[src/rtl/uart_cmd_rx.sv]
// uart_cmd_rx: unloads bytes from the UART receiver and decodes fixed
// 5-byte command frames (header, address, data MSB, data LSB, checksum)
// into single-cycle register-write strobes. It also reports checksum and
// inter-byte timeout errors and counts accepted frames and errors.
module uart_cmd_rx #(
   parameter logic [7:0]  HDR_BYTE    = 8'hA5,
   parameter int unsigned TIMEOUT_CYC = 40000
) (
   input  logic        rxclk,
   input  logic        reset,
   input  logic        rx_empty,
   input  logic [7:0]  rx_data,
   output logic        uld_rx_data,
   output logic        wr_en,
   output logic [7:0]  wr_addr,
   output logic [15:0] wr_data,
   output logic        cksum_err,
   output logic        timeout_err,
   output logic        busy,
   output logic [15:0] pkt_cnt,
   output logic [7:0]  err_cnt
);

   localparam logic [1:0] FIDLE = 2'd0;
   localparam logic [1:0] FUNLD = 2'd1;
   localparam logic [1:0] FCAPT = 2'd2;

   localparam logic [2:0] SYNC = 3'd0;
   localparam logic [2:0] ADDR = 3'd1;
   localparam logic [2:0] DHI  = 3'd2;
   localparam logic [2:0] DLO  = 3'd3;
   localparam logic [2:0] CKS  = 3'd4;

   localparam logic [15:0] TO_LIM = 16'(TIMEOUT_CYC);

   logic [1:0]  fst_q, fst_d;
   logic        uld_q, uld_d;
   logic        byte_vld;

   logic [2:0]  frm_q, frm_d;
   logic [7:0]  addr_q, addr_d;
   logic [7:0]  dhi_q, dhi_d;
   logic [7:0]  dlo_q, dlo_d;
   logic [15:0] idle_q, idle_d;
   logic        wr_en_q, wr_en_d;
   logic [7:0]  wr_addr_q, wr_addr_d;
   logic [15:0] wr_data_q, wr_data_d;
   logic        ck_q, ck_d;
   logic        to_q, to_d;
   logic [15:0] pkt_cnt_q;
   logic [7:0]  err_cnt_q;
   logic [7:0]  sum;

   // Fetch FSM next state; the unload pulse is registered from the state we enter.
   always_comb begin
      fst_d = fst_q;
      case (fst_q)
         FIDLE:   if (!rx_empty) fst_d = FUNLD;
         FUNLD:   fst_d = FCAPT;
         FCAPT:   fst_d = FIDLE;
         default: fst_d = FIDLE;
      endcase
      uld_d = (fst_d == FUNLD);
   end

   // The byte is taken straight off rx_data in the capture cycle.
   assign byte_vld = (fst_q == FCAPT);
   assign sum      = addr_q + dhi_q + dlo_q + rx_data;

   // Frame FSM, output strobes and idle counter; an arriving byte beats timeout expiry.
   always_comb begin
      frm_d     = frm_q;
      addr_d    = addr_q;
      dhi_d     = dhi_q;
      dlo_d     = dlo_q;
      wr_addr_d = wr_addr_q;
      wr_data_d = wr_data_q;
      wr_en_d   = 1'b0;
      ck_d      = 1'b0;
      to_d      = 1'b0;
      if (byte_vld) begin
         case (frm_q)
            SYNC: if (rx_data == HDR_BYTE) frm_d = ADDR;
            ADDR: begin
               addr_d = rx_data;
               frm_d  = DHI;
            end
            DHI: begin
               dhi_d = rx_data;
               frm_d = DLO;
            end
            DLO: begin
               dlo_d = rx_data;
               frm_d = CKS;
            end
            CKS: begin
               if (sum == 8'h00) begin
                  wr_en_d   = 1'b1;
                  wr_addr_d = addr_q;
                  wr_data_d = {dhi_q, dlo_q};
               end else begin
                  ck_d = 1'b1;
               end
               frm_d = SYNC;
            end
            default: frm_d = SYNC;
         endcase
      end else if (frm_q != SYNC && idle_q == TO_LIM) begin
         to_d  = 1'b1;
         frm_d = SYNC;
      end
      if (byte_vld || frm_q == SYNC) idle_d = '0;
      else                           idle_d = idle_q + 16'd1;
   end

   // State, data and strobe registers.
   always_ff @(posedge rxclk or posedge reset) begin
      if (reset) begin
         fst_q     <= FIDLE;
         uld_q     <= 1'b0;
         frm_q     <= SYNC;
         addr_q    <= '0;
         dhi_q     <= '0;
         dlo_q     <= '0;
         idle_q    <= '0;
         wr_en_q   <= 1'b0;
         wr_addr_q <= '0;
         wr_data_q <= '0;
         ck_q      <= 1'b0;
         to_q      <= 1'b0;
      end else begin
         fst_q     <= fst_d;
         uld_q     <= uld_d;
         frm_q     <= frm_d;
         addr_q    <= addr_d;
         dhi_q     <= dhi_d;
         dlo_q     <= dlo_d;
         idle_q    <= idle_d;
         wr_en_q   <= wr_en_d;
         wr_addr_q <= wr_addr_d;
         wr_data_q <= wr_data_d;
         ck_q      <= ck_d;
         to_q      <= to_d;
      end
   end

   // Counters advance in the cycle their strobe is visible; err_cnt saturates.
   always_ff @(posedge rxclk or posedge reset) begin
      if (reset) begin
         pkt_cnt_q <= '0;
         err_cnt_q <= '0;
      end else begin
         if (wr_en_q) pkt_cnt_q <= pkt_cnt_q + 16'd1;
         if ((ck_q || to_q) && err_cnt_q != 8'hFF) err_cnt_q <= err_cnt_q + 8'd1;
      end
   end

   assign uld_rx_data = uld_q;
   assign wr_en       = wr_en_q;
   assign wr_addr     = wr_addr_q;
   assign wr_data     = wr_data_q;
   assign cksum_err   = ck_q;
   assign timeout_err = to_q;
   assign busy        = (frm_q != SYNC);
   assign pkt_cnt     = pkt_cnt_q;
   assign err_cnt     = err_cnt_q;

endmodule
[config.mk]
export PLATFORM = sky130hd
export DESIGN_NAME = uart_cmd_rx
export DESIGN_NICKNAME = d
export VERILOG_FILES = /design/src/rtl/uart_cmd_rx.sv
export SDC_FILE = /design/constraint.sdc
export NUM_CORES = 1
export LEC_CHECK = 0
export CAP_MARGIN = 10
export CORE_ASPECT_RATIO = 2
export CORE_MARGIN = 2
export CORE_UTILIZATION = 49
export CTS_CLUSTER_DIAMETER = 50
export DETAILED_ROUTE_END_ITERATION = 6
export PLACE_DENSITY = 0.87
export SLEW_MARGIN = 15
export SYNTH_ARGS = -nofsm -noshare
export SYNTH_HDL_FRONTEND = slang
export SYNTH_SLANG_ARGS = --single-unit
export TNS_END_PERCENT = 100
[constraint.sdc]
create_clock -name rxclk -period 3.3 [get_ports rxclk]
set_input_delay 0.33 -clock rxclk [delete_from_list [all_inputs] [get_ports rxclk]]
set_output_delay 0.33 -clock rxclk [all_outputs]
set_load 0.005 [all_outputs]
==> Yosys cells after proc, flatten, opt, wreduce, memory -nomap -nowiden <==
Cells that the tools add are included.
{ "op_classes": {"n_eq_ne": 11, "n_bitwise": 0, "n_mul": 0, "div": 0, "order_cmp": 0, "shifts": 0, "reduce_logical": 14, "addsub": 6, "mux": 15} }
{ "ops": {"columns": ["op", "count"], "rows": [
  ["adder 16 x 1 -> 16 bit, second input constant", 2],
  ["adder 8 bit", 3],
  ["equality test 16 bit, second input constant", 1],
  ["2-to-1 mux 16 bit", 1],
  ["case mux 3 bit (4 select lines)", 1],
  ["2-to-1 mux 3 bit", 3],
  ["adder 8 x 1 -> 8 bit, second input constant", 1],
  ["equality test 8 bit, second input constant", 1],
  ["logical NOT 8 bit", 1],
  ["2-to-1 mux 1 bit", 8],
  ["!= test 8 bit, second input constant", 1],
  ["AND reduction 2 bit", 4],
  ["equality test 3 x 2 -> 1 bit, second input constant", 2],
  ["equality test 2 x 1 -> 1 bit, second input constant", 2],
  ["case mux 2 bit (2 select lines)", 1],
  ["equality test 3 x 1 -> 1 bit, second input constant", 1],
  ["equality test 3 bit, second input constant", 1],
  ["logical NOT 3 bit", 1],
  ["!= test 3 bit, second input constant", 1],
  ["AND reduction 3 bit", 1],
  ["nonzero test 3 bit", 1],
  ["equality test 2 bit, second input constant", 1],
  ["logical AND 1 bit", 2],
  ["logical NOT 2 bit", 1],
  ["3 further kinds", 4]
]} }
{ "totals": {"word_cells": 60, "romBits": 0, "regBits": 97, "input_bits": 11, "latch_bits": 0, "memories": 0, "output_inout_bits": 53, "ramBits": 0} }

==> Logic depth before layout (Yosys ltp) <==
{ "depth": {"word_depth": 7, "ltp_mapped": 13, "ltp_nobuf": 11} }

==> Worst setup path after synthesis <==
OpenSTA, ideal clock, no wires.
{ "synth_timing": {"path_kind": "flip-flop to flip-flop", "startpoint": "register addr_q[1]", "endpoint": "register wr_addr_q[0] (netlist: wr_addr[0])", "path_stages_with_launch": 14, "path_slack_ps": -301, "required_time_ps": 3175, "synth_period_minus_slack_ps": 3601, "arrival_ps": 3476, "setup_time_ps": 125, "path_buffers": 2, "cell_sequence": "dfrtp_1 -> fa_1 -> fa_1 -> ha_1 -> inv_1 -> fa_1 -> nor2b_1 -> o31a_1 -> o21ai_1 -> a21o_1 -> a2111o_1 -> buf_6 -> buf_12 -> mux2_4"} }
{ "synth_between": {"elab_chain_cells": 5} }
{ "synth_rtl": {"columns": ["element", "line_no", "rtl"], "rows": [
  ["start: declaration", "41", "logic [7:0] addr_q, addr_d;"],
  ["start signal: assignment", "135", "addr_q <= addr_d;"],
  ["adder 8 bit (3 in series)", "68", "assign sum = addr_q + dhi_q + dlo_q + rx_data;"],
  ["logical NOT 8 bit", "97", "if (sum == 8'h00) begin"],
  ["AND reduction 3 bit (no source line)", null, null],
  ["end signal: assignment", "140", "wr_addr_q <= wr_addr_d;"],
  ["end: declaration", "46", "logic [7:0] wr_addr_q, wr_addr_d;"]
]} }
No other way between the ends.
A chain may end at the register's enable or synchronous reset.

==> Worst setup path in the final report <==
{ "layout_timing": {"startpoint": "input rx_data[3]", "endpoint": "register wr_data_q[7] (netlist: wr_data[7])"} }
{ "layout_between": {"elab_chain_cells": 3} }
{ "layout_rtl": {"columns": ["element", "line_no", "rtl"], "rows": [
  ["start: declaration", "12", "input logic [7:0] rx_data,"],
  ["adder 8 bit", "68", null],
  ["logical NOT 8 bit", "97", null],
  ["AND reduction 3 bit (no source line)", null, null],
  ["end signal: assignment", "141", "wr_data_q <= wr_data_d;"],
  ["end: declaration", "47", "logic [15:0] wr_data_q, wr_data_d;"]
]} }
No other way between the ends.

==> metrics.cfg <==
[outcome]
outcome=complete, but fails checks
violations=setup timing

[die]
die_h_um=141
dieArea_um2=10300
io-pin-count=64
fp-row-count=50
initial_core_util=0.499
core_um2=9260
fp.dieW_um=72.6

[drt]
wl_um=9990
ant_nets=0
num_vias=3157
drc_errors=0
wl_per_cell_um=17.4
firstDrtPassIters=4
vias_per_cell=5.50
drtIter0Drc=189

[yosys]
synth.distinct_cells=39
syn_area_um2=4620
ys.warnings.count=0
synth_cells=362
synth_nets=398
synth_seq_cells=97
synth_seq_area_share=0.526
avgSynthCellArea_um2=12.8

[timing]
finalCriticalPeriod_ps=3740
clock-skew-final_ps=7.90
hold_slack_ps=370
finalMaxSlewViolations=0
post-route-period-util=1.13
hold_viol=0
rsz0062_at_grt=yes
slew_headroom=0.392
max_freq_mhz=267
tightestPinTransition_ps=908
setup_slack_ps=-443
setup_violations=25

[setup_path]
cp.required_ps=3520
critPathKind=primary input to register
endpoint_kind=register
ff2ff_setup_slack_ps=-430
r2r_end=wr_data[7]
crit_arrival_ps=3960
worstPathMaxFanout=10
startpoint=rx_data[3]
ff2ff_path_depth=13
cp-endpoint=wr_data[7]
r2r_start=addr_q[1]
start_kind=primary input

[pwr]
powerDensity_nw_per_um2=985
leakagePower_uw=0.00280
peakVddDrop_uv=1040

[layout]
final_cell_count_no_fill=574
design_area_um2=6020
drive_gt1_frac=0.245
area_delta_synth_final_pct=30.4
layout_commonest_cell=dfrtp_1
num_antenna_cells=0
nets=501
final_cell_mix=dfrtp_1, clkdlybuf4s50_1, buf_4

[worst_hold_path]
hp-class=primary input to async pin

[placed_design]
placed_area_um2=5570
dp_hpwl_um=6950
place_congestion=0.809
numPortBuffers=63
dp_cells=553

[grt]
track_usage=0.206
grt_pass1_vias=3393
antenna_found_initial=0
grt_first_pass_wirelength_um=16300
grt_start_max_net_pins=65
grt-ovfl-total=0

[job]
maxCapViolations=0

[clock_network]
htreeDepth=3
cts-root-buf=clkbuf_16
postCtsHoldBufs=0
clock_latency_ps=340
tritoncts=built
clk_path_buf_depth=2
clkSinkCount=97
cts.reportedPaths.clkPinSlew_ps=60
cts_buffers=9

-- flip-flops by register name, indices dropped and copies added, names as in the netlist --
name,flops
cksum_err,1
frm_q,3
uld_rx_data,1
pkt_cnt,16
wr_addr,8
err_cnt,8
wr_data,16
idle_q,16
addr_q,8
dlo_q,8
timeout_err,1
wr_en,1
fst_q,2
dhi_q,8
-- where the power goes --
| part | switching, uW | internal [uW] |
|---|---|---|
| Sequential | 181 | 1380 |
| Combinational | 1690 | 1560 |
| Clock | 423 | 702 |
-- cells in the mapped netlist (all sizes together) --
cell	n	share of area
o311a	1	0.0022
inv	16	0.013
nor4	2	0.0027
fa	14	0.061
and3	12	0.016
a21o	2	0.0033
mux2	47	0.13
xor2	14	0.027
nor2b	5	0.0068
a2111o	1	0.0024
nand2b	1	0.0014
nor2	23	0.019
nand4	5	0.0068
nand3	17	0.018
a311oi	1	0.0019
dfrtp	97	0.53
a2111oi	1	0.0019
a31oi	1	0.0014
a211oi	2	0.0033
xnor2	26	0.049
o41ai	1	0.0019
a21oi	5	0.0054
o2111ai	1	0.0019
clkbuf	4	0.0033
or3	3	0.0041
a211o	1	0.0022
nor3	5	0.0054
buf	3	0.011
o21ai	9	0.0098
o31a	1	0.0019
o21a	1	0.0016
nor4b	2	0.0038
and4	1	0.0019
nand2	24	0.020
and2	2	0.0027
ha	11	0.030
-- logic make-up after synthesis --
logic type,synth area share
compound gates,0.0409
mux,0.131
flops,0.526
fa+ha+maj,0.0905
simple gates,0.108
xor+xnor,0.0759
buf+inv,0.0274
-- repair_timing --
action,4_1_cts,5_1_grt
cloned,1,0
setup endpoints to repair,26,26
pin swaps,11,3
buffers inserted,5,1
hold endpoints to repair,0,0
gates resized for setup,9,12
-- final cells by class --
type | instances | area, um^2
clock buffer | 11 | 253
multi-input combinational | 242 | 2130
tap | 104 | 130
inverter | 16 | 61.3
fill | 678 | 3240
clock inverter | 5 | 77.6
sequential | 97 | 2430
timing repair buffer | 99 | 943
-- stage by stage --
| stage | power (uW) | TNS [ps] | util | setup slack, ps |
|---|---|---|---|---|
| 2_1_floorplan | 3160 | -4230 | - | -204 |
| 3_3_place_gp | 4030 | -18090 | 0.602 | -732 |
| 3_5_place_dp | 4190 | -21100 | 0.602 | -853 |
| 4_1_cts | 5600 | -8470 | 0.647 | -362 |
| 5_1_grt | 6300 | -13200 | 0.650 | -558 |
| 6_report | 5930 | -10330 | 0.650 | -443 |
-- worst max-delay path, stage by stage --
cell,delay [ps]
clkdlybuf4s50_1,520
fa_1,460
fa_1,480
ha_1,360
nor2b_2,190
o31a_1,270
o21ai_2,160
nand3_1,130
a2111o_1,470
buf_6,140
buf_12,150
mux2_4,300
-- metal layers --
layer  routed length (um)  track usage  share of wire
met1                 3710        0.233           0.37
met2                 5560        0.365           0.56
met3                  416       0.0398          0.042
met4                  312       0.0965          0.031
met5                    0            0              0
-- worst min-delay path by stage --
stage / start / endpoint / slack (ps) / depth (start not counted)
6_report: reset / pkt_cnt[11] / 370 / 2
5_1_grt: reset / pkt_cnt[11] / 430 / 2
4_1_cts: reset / pkt_cnt[14] / 390 / 2
3_5_place_dp: pkt_cnt[15] / pkt_cnt[15] / 460 / 1
3_3_place_gp: pkt_cnt[15] / pkt_cnt[15] / 460 / 1
2_1_floorplan: rx_empty / fst_q[0] / 400 / 1
Note: power is estimated with default switching activity, not from simulation.
